==> src/rtl/johnson_phase_monitor.sv <==
// johnson_phase_monitor
// Decodes the Q bus of a WIDTH-stage Johnson counter into a registered
// one-hot phase and binary index, checks that the code advances one legal
// step at a time, counts full revolutions and latches a sticky error on
// illegal or skipped codes.
//
// Ports:
//   clk        rising-edge clock (same as the Johnson counter)
//   rst        synchronous active-high reset
//   en         sample qualifier; q_in is evaluated only when en=1
//   q_in       Johnson code from the counter
//   phase      one-hot decoded phase (registered)
//   phase_idx  binary phase index (registered)
//   valid      high while locked
//   wrap       one-cycle pulse on a locked step from the last index to 0
//   cycle_cnt  number of wraps since reset, modulo 2^CYC_W
//   err        sticky error flag
//   err_code   q_in value that first caused an error
//
// Optional feature: define JOHNSON_PHASE_MON_AUTORECOVER_EN to let FAULT
// return to ACQUIRE when code 0 is sampled (err/err_code remain sticky).

module johnson_phase_monitor #(
    parameter int WIDTH    = 4,
    parameter int CYC_W    = 8,
    parameter int LOCK_CNT = 2
) (
    input  logic                          clk,
    input  logic                          rst,
    input  logic                          en,
    input  logic [WIDTH-1:0]              q_in,
    output logic [2*WIDTH-1:0]            phase,
    output logic [$clog2(2*WIDTH)-1:0]    phase_idx,
    output logic                          valid,
    output logic                          wrap,
    output logic [CYC_W-1:0]              cycle_cnt,
    output logic                          err,
    output logic [WIDTH-1:0]              err_code
);

    localparam int unsigned NPH   = 2 * WIDTH;
    localparam int unsigned IDX_W = $clog2(NPH);
    localparam int unsigned CNT_W = $clog2(NPH + 1);

    typedef enum logic [1:0] {
        IDLE    = 2'd0,
        ACQUIRE = 2'd1,
        LOCKED  = 2'd2,
        FAULT   = 2'd3
    } state_t;

    state_t             state, state_n;
    logic [CNT_W-1:0]   step_cnt, step_cnt_n;
    logic [NPH-1:0]     phase_n;
    logic [IDX_W-1:0]   idx_n;
    logic               valid_n, wrap_n, err_n;
    logic [CYC_W-1:0]   cyc_n;
    logic [WIDTH-1:0]   err_code_n;

    // Legal code for index k: k<WIDTH -> low k bits set;
    // k>=WIDTH -> low (k-WIDTH) bits clear, rest set.
    function automatic logic [WIDTH-1:0] code_of(input int unsigned k);
        logic [WIDTH-1:0] ones;
        ones = '1;
        if (k < WIDTH) return ~(ones << k);
        else           return ones << (k - WIDTH);
    endfunction

    logic             code_legal;
    logic [IDX_W-1:0] code_idx;
    logic [IDX_W-1:0] succ_idx;
    logic             is_next, is_hold;

    always_comb begin
        code_legal = 1'b0;
        code_idx   = '0;
        for (int unsigned k = 0; k < NPH; k++) begin
            if (q_in == code_of(k)) begin
                code_legal = 1'b1;
                code_idx   = k[IDX_W-1:0];
            end
        end
    end

    // phase_idx always equals the previously accepted index outside FAULT,
    // so it doubles as prev_idx for the step checks.
    assign succ_idx = (phase_idx == IDX_W'(NPH - 1)) ? '0 : phase_idx + IDX_W'(1);
    assign is_next  = code_legal && (code_idx == succ_idx);
    assign is_hold  = code_legal && (code_idx == phase_idx);

    always_comb begin
        logic fault_entry;
        logic track;
        fault_entry = 1'b0;
        track       = 1'b0;
        state_n     = state;
        step_cnt_n  = step_cnt;
        phase_n     = phase;
        idx_n       = phase_idx;
        valid_n     = valid;
        wrap_n      = 1'b0;
        cyc_n       = cycle_cnt;
        err_n       = err;
        err_code_n  = err_code;

        if (en) begin
            case (state)
                IDLE: begin
                    if (code_legal) begin
                        state_n    = ACQUIRE;
                        step_cnt_n = '0;
                        track      = 1'b1;
                    end else begin
                        fault_entry = 1'b1;
                    end
                end
                ACQUIRE: begin
                    if (!code_legal) begin
                        fault_entry = 1'b1;
                    end else if (is_next) begin
                        track      = 1'b1;
                        step_cnt_n = step_cnt + CNT_W'(1);
                        if (step_cnt + CNT_W'(1) == CNT_W'(LOCK_CNT)) begin
                            state_n = LOCKED;
                            valid_n = 1'b1;
                        end
                    end else if (!is_hold) begin
                        track      = 1'b1;
                        step_cnt_n = '0;
                    end
                end
                LOCKED: begin
                    if (!code_legal) begin
                        fault_entry = 1'b1;
                    end else if (is_next) begin
                        track = 1'b1;
                        if (phase_idx == IDX_W'(NPH - 1)) begin
                            wrap_n = 1'b1;
                            cyc_n  = cycle_cnt + CYC_W'(1);
                        end
                    end else if (is_hold) begin
                        // no change
                    end else if (code_idx == '0) begin
                        // upstream counter restarted: reacquire without error
                        state_n    = ACQUIRE;
                        valid_n    = 1'b0;
                        step_cnt_n = '0;
                        track      = 1'b1;
                    end else begin
                        fault_entry = 1'b1;
                    end
                end
                FAULT: begin
`ifdef JOHNSON_PHASE_MON_AUTORECOVER_EN
                    if (code_legal && code_idx == '0) begin
                        state_n    = ACQUIRE;
                        step_cnt_n = '0;
                        track      = 1'b1;
                    end
`endif
                end
                default: state_n = IDLE;
            endcase
        end

        if (track) begin
            idx_n   = code_idx;
            phase_n = NPH'(1) << code_idx;
        end

        // phase_idx deliberately keeps its last value on fault entry
        if (fault_entry) begin
            state_n = FAULT;
            phase_n = '0;
            valid_n = 1'b0;
            err_n   = 1'b1;
            if (!err) err_code_n = q_in;
        end
    end

    always_ff @(posedge clk) begin
        if (rst) begin
            state     <= IDLE;
            step_cnt  <= '0;
            phase     <= '0;
            phase_idx <= '0;
            valid     <= 1'b0;
            wrap      <= 1'b0;
            cycle_cnt <= '0;
            err       <= 1'b0;
            err_code  <= '0;
        end else begin
            state     <= state_n;
            step_cnt  <= step_cnt_n;
            phase     <= phase_n;
            phase_idx <= idx_n;
            valid     <= valid_n;
            wrap      <= wrap_n;
            cycle_cnt <= cyc_n;
            err       <= err_n;
            err_code  <= err_code_n;
        end
    end

endmodule

==> config.mk <==
export PLATFORM = sky130hd
export DESIGN_NAME = johnson_phase_monitor
export DESIGN_NICKNAME = d
export VERILOG_FILES = /design/src/rtl/johnson_phase_monitor.sv
export SDC_FILE = /design/constraint.sdc
export NUM_CORES = 1
export LEC_CHECK = 0
export CAP_MARGIN = 5
export CORE_MARGIN = 3
export CORE_UTILIZATION = 50
export DETAILED_ROUTE_END_ITERATION = 6
export MAX_ROUTING_LAYER = met4
export PLACE_DENSITY = 0.75
export SLEW_MARGIN = 5
export SYNTH_ARGS = -nofsm -noshare
export SYNTH_HDL_FRONTEND = slang
export SYNTH_SLANG_ARGS = --single-unit
==> constraint.sdc <==
create_clock -name clk -period 2.93 [get_ports clk]
set_input_delay 0.4395 -clock clk [delete_from_list [all_inputs] [get_ports clk]]
set_output_delay 0.4395 -clock clk [all_outputs]
set_load 0.01 [all_outputs]
==> key figures, run 1 <==
Logic synthesis
  • Synthesized area: 2110 sq um
  • Synth Flop Type: dfxtp_1
  • Yosys warnings: 0
  • EDFF count, synth: 0
  • Syn nets: 253
  • Post-synthesis sequential area ratio: 0.304
  • Netlist cell types: 60
  • Asr flop ratio synth: 0
  • Mapped Cells: 237
  • Syn avg cell area: 8.89 sq um
  • Flops & latches, synth: 32

Critical path
  • Maximum fanout along the worst path: 9
  • Startpoint types: flip-flop
  • R2R cell count: 10
  • Critical Path Start: phase_idx[1]$_SDFFE_PP0P_
  • Worst reg2reg path endpoint: phase[6]$_SDFFE_PP0P_
  • Crit-path cells: ha_1 -> ha_1 -> nand4b_1 -> o311a_1 -> or4_4 -> and4_4 -> o21ai_4 -> nand2b_1 -> buf_12 -> a21oi_2
  • Worst setup EP type: flip-flop
  • Crit Path Category: reg2reg
  • Critical R2R Launch: phase_idx[1]$_SDFFE_PP0P_
  • Crit-path slowest cell: or4_4
  • Critical path arrival: 2910 ps
  • Setup crit end: phase[6]$_SDFFE_PP0P_
  • CP Data Required Time: 3160 ps
  • Critical path depth: 10
  • CP max stage delay: 540 ps
  • Worst path bufs/invs: 1
  • Most frequent CP cell: ha_1
  • Top Family by Delay on Critical Path: simple AND/OR/NAND/NOR gates
  • Reg2reg setup slack: 250 ps

Place
  • Post-DP Area: 2530 sq um
  • Post-DP HPWL: 3490 um
  • Port Buffers: 32
  • GPL Wtd Cong: 0.837

Clock tree
  • Hold_buf cts: 0
  • Clock insertion delay at the later pin of the skew report: 290 ps
  • Num CTS Buffers: 5
  • CTS sink cnt: 32
  • CTS root buffer: clkbuf_8
  • Max Buffers Root-to-Sink: 2
  • Post-CTS Setup Inserts: 0
  • CTS tree: yes
  • Htree depth: 2
  • Post-CTS sizing: 0
  • Worst-path clk slew: 70 ps

Cells and area
  • Most frequent cells in the layout: 32 x dfxtp_1, 32 x clkdlybuf4s50_1, 20 x nor2_1
  • Synth-to-Final Area Change: 25.3%
  • ANT cells: 0
  • # fillers: 332
  • Layout cells sized above 1: 0.176
  • Nets: 293
  • Post-route cell area: 2640 sq um

Global route
  • GRT Total Usage: 0.202
  • Initial antenna violation count: 0
  • Vias in the first global route: 1689
  • Total global routing overflow: 0
  • Maximum number of pins on one net before global-route repair: 18
  • First-pass GRT wire length: 8050 um

Timing
  • Maximum clock rate: 0.373 GHz
  • Final setup violation count: 0
  • Final TNS setup: 0 ps
  • Final hold viol count: 0
  • Min Tclk post-route: 2680 ps
  • Worst rel slew slack: 0.658
  • Final slew viol count: 0
  • RSZ-0062 raised after global routing: false
  • Fin Clk Skew: 12.0 ps
  • Tcrit/Tclk final: 0.916
  • Actual slew at the worst max-slew pin: 511 ps

Min path
  • HP Class: reg2reg
  • Hold wc startpoint: err$_SDFFE_PP0P_

Drt
  • Via count: 1825
  • First-pass detailed-route iteration total: 4
  • Vias per Instance: 5.60
  • Wirelength per Cell: 14.3 um
  • Initial DRC count: 120
  • Total wire length: 4680 um
  • Final ANT Viol Nets: 0
  • DRC: 0

Power and ir drop
  • Cell Pwr Density: 460 nW/um^2
  • Clk pwr share: 0.338
  • Max IR drop VDD: 297 uV
  • Int Pwr: 856 uW
  • Sequential share of power: 0.386
  • Switching share of power: 0.295
  • Combinational Power Share: 0.277
  • Leak: 0.981 nW
  • P_sw: 357 uW

Floorplan
  • Io pins: 33
  • DIE HEIGHT: 70.9 um
  • Starting Density: 0.546
  • Cell row count: 22
  • CORE AREA: 3850 sq um
  • DIE AREA: 5030 sq um
  • Die Wd: 70.9 um

Job
  • Max cap viols: 0

Status
  • Status: completed
## worst reg2reg max path, stage by stage (launching register included)
cell,delay [ps]
dfxtp_1,340
ha_1,180
ha_1,420
nand4b_1,210
o311a_1,210
or4_4,540
and4_4,200
o21ai_4,150
nand2b_1,120
buf_12,160
a21oi_2,100
## state kept, by name, indices dropped and copies added (netlist names)
| signal | cells |
|---|---|
| state | 2 |
| err | 1 |
| phase | 8 |
| valid | 1 |
| step_cnt | 4 |
| wrap | 1 |
| err_code | 4 |
| cycle_cnt | 8 |
| phase_idx | 3 |
## worst min path at each step
| stage | depth (start not counted) | slack (ps) | endpoint |
|---|---|---|---|
| 2_1_floorplan | 2 | 480 | err$_SDFFE_PP0P_ |
| 3_3_place_gp | 2 | 460 | err_code[1]$_SDFFE_PP0P_ |
| 3_5_place_dp | 2 | 470 | err$_SDFFE_PP0P_ |
| 4_1_cts | 2 | 480 | err$_SDFFE_PP0P_ |
| 5_1_grt | 2 | 500 | err_code[2]$_SDFFE_PP0P_ |
| 6_report | 2 | 470 | err$_SDFFE_PP0P_ |
## final cells by class
cell class | instances | area, sq um | share of cell area
clock buffer | 6 | 72.6 | 0.0275
multi-input combinational | 181 | 1340 | 0.508
sequential | 32 | 641 | 0.243
inverter | 8 | 30.0 | 0.0114
timing repair buffer | 49 | 460 | 0.175
tap | 48 | 60.1 | 0.0228
clock inverter | 2 | 35.0 | 0.0133
## power groups by stage
stage	combinational [mW]	clock [mW]	sequential [mW]
after detailed placement	0.333	0	0.477
after global routing	0.367	0.436	0.470
after CTS	0.335	0.417	0.468
after floorplan	0.221	0	0.483
after global placement	0.330	0	0.477
final	0.336	0.410	0.468
## synth_stat cells (4+ instances only)
library cell	count	area share
nand2_1	9	0.016
dfxtp_1	32	0.30
inv_1	8	0.014
and3_1	5	0.015
ha_1	9	0.053
buf_6	4	0.021
nand3b_1	8	0.029
clkbuf_1	8	0.014
xor2_1	8	0.033
mux2i_1	7	0.033
nor2_1	20	0.036
o21ai_0	4	0.0095
nand3_1	9	0.021
nand2b_1	14	0.042
a21oi_1	8	0.019
a21oi_2	9	0.037
nand4_1	7	0.021
nor3_1	4	0.0095
## stage by stage
stage,cells,power (mW),util,setup slack (ps),hold WS (ps)
final,326,1.21,0.684,247,473
after floorplan,237,0.704,-,332,482
after detailed placement,318,0.810,0.656,71.3,465
after CTS,326,1.22,0.684,229,476
after global placement,318,0.807,0.656,100,461
after global routing,326,1.27,0.684,112,498
## cells by family after synthesis
family	share of synthesized area
AO/OA/AOI/OAI	0.218
XOR/XNOR	0.0458
adder cells (fa/ha/maj)	0.0535
buffers and inverters	0.0600
flip-flops	0.304
multiplexers	0.0333
AND/OR/NAND/NOR	0.285
## routing by layer
metal  GRT usage  up-vias  share of wire
li1            -      941              -
met1       0.281      830           0.49
met2       0.292       49           0.45
met3      0.0426        5          0.048
met4      0.0585        0          0.010
met5           -        -              0
(Power assumes the default switching activity.)
==> run 2, diff against run 1 <==
CAP_MARGIN = 20   (was 5)
==> results of run 2 <==
The final DEF is identical to that of run 1; final timing and power are the same.
